--- src/rtl/rca_pipe_nb.sv ---
// Pipelined ripple-carry add/subtract with a valid/ready handshake on both sides.
// Each stage adds one SEG-bit slice, so the carry crosses one slice per clock.
// The "not yet added" operand bits travel down the pipe alongside the partial
// sum, which grows by SEG bits per stage.
module rca_pipe_nb #(
  parameter int unsigned WIDTH = 32,
  parameter int unsigned SEG   = 8
) (
  input  logic             clk,
  input  logic             rst,
  input  logic             in_valid,
  output logic             in_ready,
  input  logic [WIDTH-1:0] x,
  input  logic [WIDTH-1:0] y,
  input  logic             carry_in,
  input  logic             sub,
  output logic             out_valid,
  input  logic             out_ready,
  output logic [WIDTH-1:0] sum,
  output logic             carry_out,
  output logic             overflow
);

  localparam int unsigned STAGES = WIDTH / SEG;

  // Whole pipe moves together; it may advance whenever the last slot is free or drained.
  logic adv;
  assign adv      = out_ready || !out_valid;
  assign in_ready = adv;

  for (genvar k = 0; k < STAGES; k++) begin : g_stage
    localparam int unsigned AW = WIDTH - k * SEG;  // operand bits still to be added
    localparam int unsigned SW = (k + 1) * SEG;    // sum bits resolved after this stage

    logic          v_in;
    logic          c_in;
    logic [AW-1:0] a_in;
    logic [AW-1:0] b_in;
    logic [SEG:0]  cy;
    logic [SEG-1:0] seg_s;
    logic [SW-1:0] s_nxt;
    logic          v_q;
    logic          c_q;
    logic [SW-1:0] s_q;

    if (k == 0) begin : g_head
      // Operand conditioning: subtract is x + ~y + 1, carry_in ignored.
      assign v_in  = in_valid;
      assign a_in  = x;
      assign b_in  = sub ? ~y : y;
      assign c_in  = sub | carry_in;
      assign s_nxt = seg_s;
    end else begin : g_link
      assign v_in  = g_stage[k-1].v_q;
      assign a_in  = g_stage[k-1].g_ops.a_q;
      assign b_in  = g_stage[k-1].g_ops.b_q;
      assign c_in  = g_stage[k-1].c_q;
      assign s_nxt = {seg_s, g_stage[k-1].s_q};
    end

    // Plain SEG-bit ripple chain over the lowest pending operand slice.
    assign cy[0] = c_in;
    for (genvar i = 0; i < SEG; i++) begin : g_bit
      assign seg_s[i] = a_in[i] ^ b_in[i] ^ cy[i];
      assign cy[i+1]  = (a_in[i] & b_in[i]) | (cy[i] & (a_in[i] ^ b_in[i]));
    end

    // Stage register: valid, carry and partial sum shift together on advance.
    always_ff @(posedge clk or posedge rst) begin
      if (rst) begin
        v_q <= 1'b0;
        c_q <= 1'b0;
        s_q <= '0;
      end else if (adv) begin
        v_q <= v_in;
        c_q <= cy[SEG];
        s_q <= s_nxt;
      end
    end

    if (k < STAGES - 1) begin : g_ops
      logic [AW-SEG-1:0] a_q;
      logic [AW-SEG-1:0] b_q;

      // Carry the upper, not-yet-added operand slices to the next stage.
      always_ff @(posedge clk or posedge rst) begin
        if (rst) begin
          a_q <= '0;
          b_q <= '0;
        end else if (adv) begin
          a_q <= a_in[AW-1:SEG];
          b_q <= b_in[AW-1:SEG];
        end
      end
    end else begin : g_tail
      logic ov_q;

      // Signed overflow: operands agree in sign but the result does not.
      always_ff @(posedge clk or posedge rst) begin
        if (rst) begin
          ov_q <= 1'b0;
        end else if (adv) begin
          ov_q <= (a_in[SEG-1] == b_in[SEG-1]) && (seg_s[SEG-1] != a_in[SEG-1]);
        end
      end

      assign out_valid = v_q;
      assign sum       = s_q;
      assign carry_out = c_q;
      assign overflow  = ov_q;
    end
  end

endmodule

--- config.mk ---
export PLATFORM = sky130hd
export DESIGN_NAME = rca_pipe_nb
export DESIGN_NICKNAME = d
export VERILOG_FILES = /design/src/rtl/rca_pipe_nb.sv
export SDC_FILE = /design/constraint.sdc
export NUM_CORES = 1
export LEC_CHECK = 0
export BUFFER_PORTS_ARGS = -buffer_cell sky130_fd_sc_hd__buf_2
export CAP_MARGIN = 20
export CELL_PAD_IN_SITES_DETAIL_PLACEMENT = 0
export CELL_PAD_IN_SITES_GLOBAL_PLACEMENT = 1
export CORE_MARGIN = 5
export CORE_UTILIZATION = 48
export CTS_CLUSTER_SIZE = 16
export DETAILED_ROUTE_END_ITERATION = 8
export PLACE_DENSITY_LB_ADDON = 0.1
export SLEW_MARGIN = 20
export SYNTH_ARGS = -nofsm -noshare
export SYNTH_HDL_FRONTEND = slang
export SYNTH_SLANG_ARGS = --single-unit
--- constraint.sdc ---
create_clock -name clk -period 6.2 [get_ports clk]
set_input_delay 0.62 -clock clk [delete_from_list [all_inputs] [get_ports clk]]
set_output_delay 0.62 -clock clk [all_outputs]
set_load 0.05 [all_outputs]
## Word level (Yosys, flattened, before mapping)

Index checks and enable logic that the tools add are counted.

- Flip-flop bits (word level): 185
- Input port bits: 70
- Output and inout bits: 36
- Logic and storage cells: 187

- Eq/ne operators: 2
- Multiplexer cells: 1
- Bitwise gates (word level): 162
- Reduce and logical (&&, ||, !) cells: 3

Operator list:

| kind | count |
|---|---|
| AND 1 bit | 64 |
| bitwise XOR 1 bit | 64 |
| bitwise OR 1 bit | 33 |
| 2-to-1 mux 32 bit | 1 |
| NOT 32 bit | 1 |
| == test 1 bit | 1 |
| logical AND 1 bit | 1 |
| zero test 1 bit | 1 |
| logical OR 1 bit | 1 |
| != test 1 bit | 1 |

## Depth between registers and ports, before layout

- Word-level depth: 19
- Mapped depth: 14
- Mapped depth without buffers: 13

## Worst setup path after synthesis

OpenSTA, ideal clock, no wires.

- Kind: input-to-reg
- From: input sub
- To: register g_stage[0].s_q[7]
- Library setup time: 0.127 ns
- Arrival: 4.427 ns
- Data required time: 6.073 ns
- Slack: 1.645 ns
- Stages: 14
- Buffers on the path: 2
- Cell sequence: buf_2 -> buf_2 -> xor2_1 -> fa_1 -> inv_1 -> fa_1 -> fa_1 -> fa_1 -> fa_1 -> fa_1 -> fa_1 -> inv_1 -> fa_1 -> mux2_1

- Longest elaborated chain between the ends: 17
- Elaborated cells between the ends (all ways): 32
- Those cells by class: 1 x mux; 31 x bitwise

Ends and longest elaborated chain:

| item | RTL line | source |
|---|---|---|
| from (decl) | 16 | `input logic sub,` |
| 2-to-1 mux 32 bit | 50 | `assign b_in = sub ? ~y : y;` |
| bitwise XOR 1 bit | 65 | `assign cy[i+1] = (a_in[i] & b_in[i]) \| (cy[i] & (a_in[i] ^ b_in[i]));` |
| AND 1 bit | 65 |  |
| bitwise OR 1 bit | 65 |  |
| AND 1 bit | 65 |  |
| bitwise OR 1 bit | 65 |  |
| AND 1 bit | 65 |  |
| bitwise OR 1 bit | 65 |  |
| [2 not listed] | -- |  |
| AND 1 bit | 65 |  |
| bitwise OR 1 bit | 65 |  |
| AND 1 bit | 65 |  |
| bitwise OR 1 bit | 65 |  |
| AND 1 bit | 65 |  |
| bitwise OR 1 bit | 65 |  |
| bitwise XOR 1 bit (*) | 64 | `assign seg_s[i] = a_in[i] ^ b_in[i] ^ cy[i];` |
| net g_stage[0].s_nxt[7] | 41 | `logic [SW-1:0] s_nxt;` |
| to (signal assigned) | 77 | `s_q <= s_nxt;` |
| to (decl) | 44 | `logic [SW-1:0] s_q;` |

Mark *: on every way through the listed nets, which the timed path passes. The rest lies on a longest branch.
A chain may end at the register's enable or synchronous reset.

## Worst setup path in the final report

Ends and elaborated chain as after synthesis.

==> flow_metrics.env <==
export IMPL_setup_viol=0
export IMPL_syn_area_um2=8020
export IMPL_clockBufferDepth=2
export IMPL_status="complete, no violations"
export IMPL_r2r_end="overflow$_DFFE_PP0P_"
export IMPL_synth_fp_nets=612
export IMPL_die_h_um=139
export IMPL_grt_pass1_vias=4626
export IMPL_crit_type="input port to register"
export IMPL_io_pin_count=106
export IMPL_yosys_warnings=0
export IMPL_grt_remaining_overflow=0
export IMPL_yosysMostFrequentCell="dfrtp_1"
export IMPL_r2r_cells=13
export IMPL_worst_slew_pin_slew_ns=0.934
export IMPL_grt_setup_unrepaired="no"
export IMPL_synth_async_sr_flop_share_pct=100
export IMPL_start_util_pct=48.7
export IMPL_leakage_nw=4.14
export IMPL_ys_seq_elements=185
export IMPL_max_vdd_ir_drop_mv=0.318
export IMPL_postCtsSetupRepairBufs=0
export IMPL_drive_gt1_share_pct=33.1
export IMPL_cp_end_kind="register"
export IMPL_crit_required_ns=6.51
export IMPL_drcViolationCount=0
export IMPL_yosys_area_top_type="dfrtp_1"
export IMPL_p_per_area_nw_per_um2=540
export IMPL_finClkSkew_ns=0.0103
export IMPL_syn_avg_cell_area_um2=15.8
export IMPL_post_drt_wl_per_cell_um=16.5
export IMPL_cts_tree="built"
export IMPL_reg2reg_slack_ns=2.16
export IMPL_synth_edf_count=0
export IMPL_track_usage_pct=15.6
export IMPL_wl_met3_um=566
export IMPL_arrival_ns=4.68
export IMPL_final_cell_area_um2=9280
export IMPL_synth_top_area_share_pct=57.7
export IMPL_die_w_um=139
export IMPL_setup_tns_ns=0
export IMPL_placementRows=47
export IMPL_cts_hold_buf=0
export IMPL_route_antenna_remaining_nets=0
export IMPL_reg2reg_from="g_stage[2].c_q$_DFFE_PP0P_"
export IMPL_wl_met1_um=6360
export IMPL_grt_pass1_wl_um=24100
export IMPL_finish_net_count=714
export IMPL_cts_resized=0
export IMPL_maxSlewHeadroom_pct=37.7
export IMPL_crit_path_start_kind="input port"
export IMPL_slew_violations=0
export IMPL_cts_htree_levels=4
export IMPL_hold_class="input port to async pin"
export IMPL_detailed_place_area_um2=8640
export IMPL_highest_layer="met4"
export IMPL_post_route_period_util_pct=70.5
export IMPL_synth_area_top_cells="dfrtp_1, mux2_1, mux2_2"
export IMPL_dieArea_um2=19400
export IMPL_area_delta_synth_final_pct=15.7
export IMPL_clock_latency_ns=0.43
export IMPL_grt_max_degree=134
export IMPL_critPathMaxFanout=22
export IMPL_ys_flop_type="dfrtp_1"
export IMPL_clockRootBuffer="clkbuf_16"
export IMPL_n_fill_cell=1361
export IMPL_synth_cell_types=21
export IMPL_synth_seq_area_share_pct=57.7
export IMPL_diodes=0
export IMPL_synthTopCellsByCount="dfrtp_1, mux2_1, mux2_2"
export IMPL_max_cap_viol_count=0
export IMPL_fin_crit_ns=4.37
export IMPL_coreArea_um2=16500
export IMPL_gp_congestion=0.733
export IMPL_dp_hpwl_um=9080
export IMPL_wl_um=13900
export IMPL_vias_per_cell=4.97
export IMPL_drt_pass1_iter_count=4
export IMPL_antenna_found_initial=0
export IMPL_clkSlewWorstSetupHoldPaths_ns=0.07
export IMPL_numCtsBuffers=17
export IMPL_clock_sinks=185
export IMPL_netlist_instances=509
export IMPL_hold_violations=0
export IMPL_drtIter0Drc=198
export IMPL_wl_met2_um=6780
export IMPL_port_buffers=105
export IMPL_fmax_mhz=229
export IMPL_vias=4188
## worst max path at each step
stage          from                            end  slack (ns)  depth (start not counted)
2_1_floorplan   rst          carry_out$_DFFE_PP0P_        0.55                          1
3_3_place_gp    sub  g_stage[0].s_q[7]$_DFFE_PP0P_        1.42                         12
3_5_place_dp    sub  g_stage[0].s_q[7]$_DFFE_PP0P_        1.36                         12
4_1_cts         sub  g_stage[0].s_q[7]$_DFFE_PP0P_        1.81                         12
5_1_grt         sub  g_stage[0].s_q[7]$_DFFE_PP0P_        1.67                         12
6_report        sub  g_stage[0].s_q[7]$_DFFE_PP0P_        1.83                         12
## cells by family (layout without fill, tap and decap cells)
group                      after synthesis  after routing  synth area share, %
muxes                                  170            170                 23.8
buffers and inverters                   57            171                 4.15
AOI/OAI and AO/OA                       14             14                0.905
DFF                                    185            185                 57.7
and+or+nand+nor                         17             17                 1.64
xor gates and xnor gates                33             33                 3.60
adders and majority gates               33             33                 8.15
## power by group
group	leakage, nW	total [mW]	internal, mW	switching [mW]
combinational	1.69	1.79	0.782	1.01
sequential	2.14	2.05	1.75	0.294
clock	0.304	1.16	0.714	0.451
total	4.14	5.01	3.25	1.76
## layout by cell type (no fill, tap or decap), drive strengths merged, types with 2 or more instances in the layout
master,count
fa,32
bufinv,5
a21oi,13
clkinvlp,2
mux2,166
inv,33
xnor2,8
clkbuf,19
dfrtp,185
buf,109
xor2,25
clkinv,3
mux2i,4
nor3b,13
## flip-flops by register name, indices dropped and copies added (netlist names), 3 cells and up
signal / count
g_stage.g_ops.a_q: 48
sum: 32
g_stage.c_q: 3
g_stage.v_q: 3
g_stage.s_q: 48
g_stage.g_ops.b_q: 48
## worst max-delay path, stage by stage
cell     delay (ns)
buf_2          0.30
buf_4          0.44
xnor2_1        0.15
fa_1           0.40
fa_1           0.41
fa_1           0.40
fa_1           0.40
fa_1           0.40
fa_1           0.36
inv_1          0.08
fa_1           0.40
mux2_1         0.30
## stage by stage
step | hold WS (ns) | utilization (%) | setup slack (ns) | instances | total power, mW
after floorplan | 0.427 | - | 0.551 | 509 | 3.46
after global placement | 0.437 | 52.5 | 1.42 | 812 | 3.84
after detailed placement | 0.444 | 52.5 | 1.36 | 812 | 3.91
after CTS | 0.387 | 56.3 | 1.81 | 843 | 5.11
after global routing | 0.385 | 56.3 | 1.67 | 843 | 5.37
final | 0.333 | 56.3 | 1.83 | 843 | 5.01
## metal layers
metal	GRT usage [%]	vias up
li1	-	1913
met1	21.3	2183
met2	24.1	71
met3	4.77	21
met4	4.79	0
met5	0	-
## area by class of cell
class,count,area [µm²],share of cell area (%)
Sequential cell,185,4630,49.9
Clock inverter,12,198,2.13
Inverter,31,129,1.39
Tap cell,220,275,2.97
Clock buffer,19,433,4.67
Multi-Input combinational cell,267,3060,32.9
Timing Repair Buffer,109,556,5.99
Note: power is estimated with default switching activity, not from simulation.
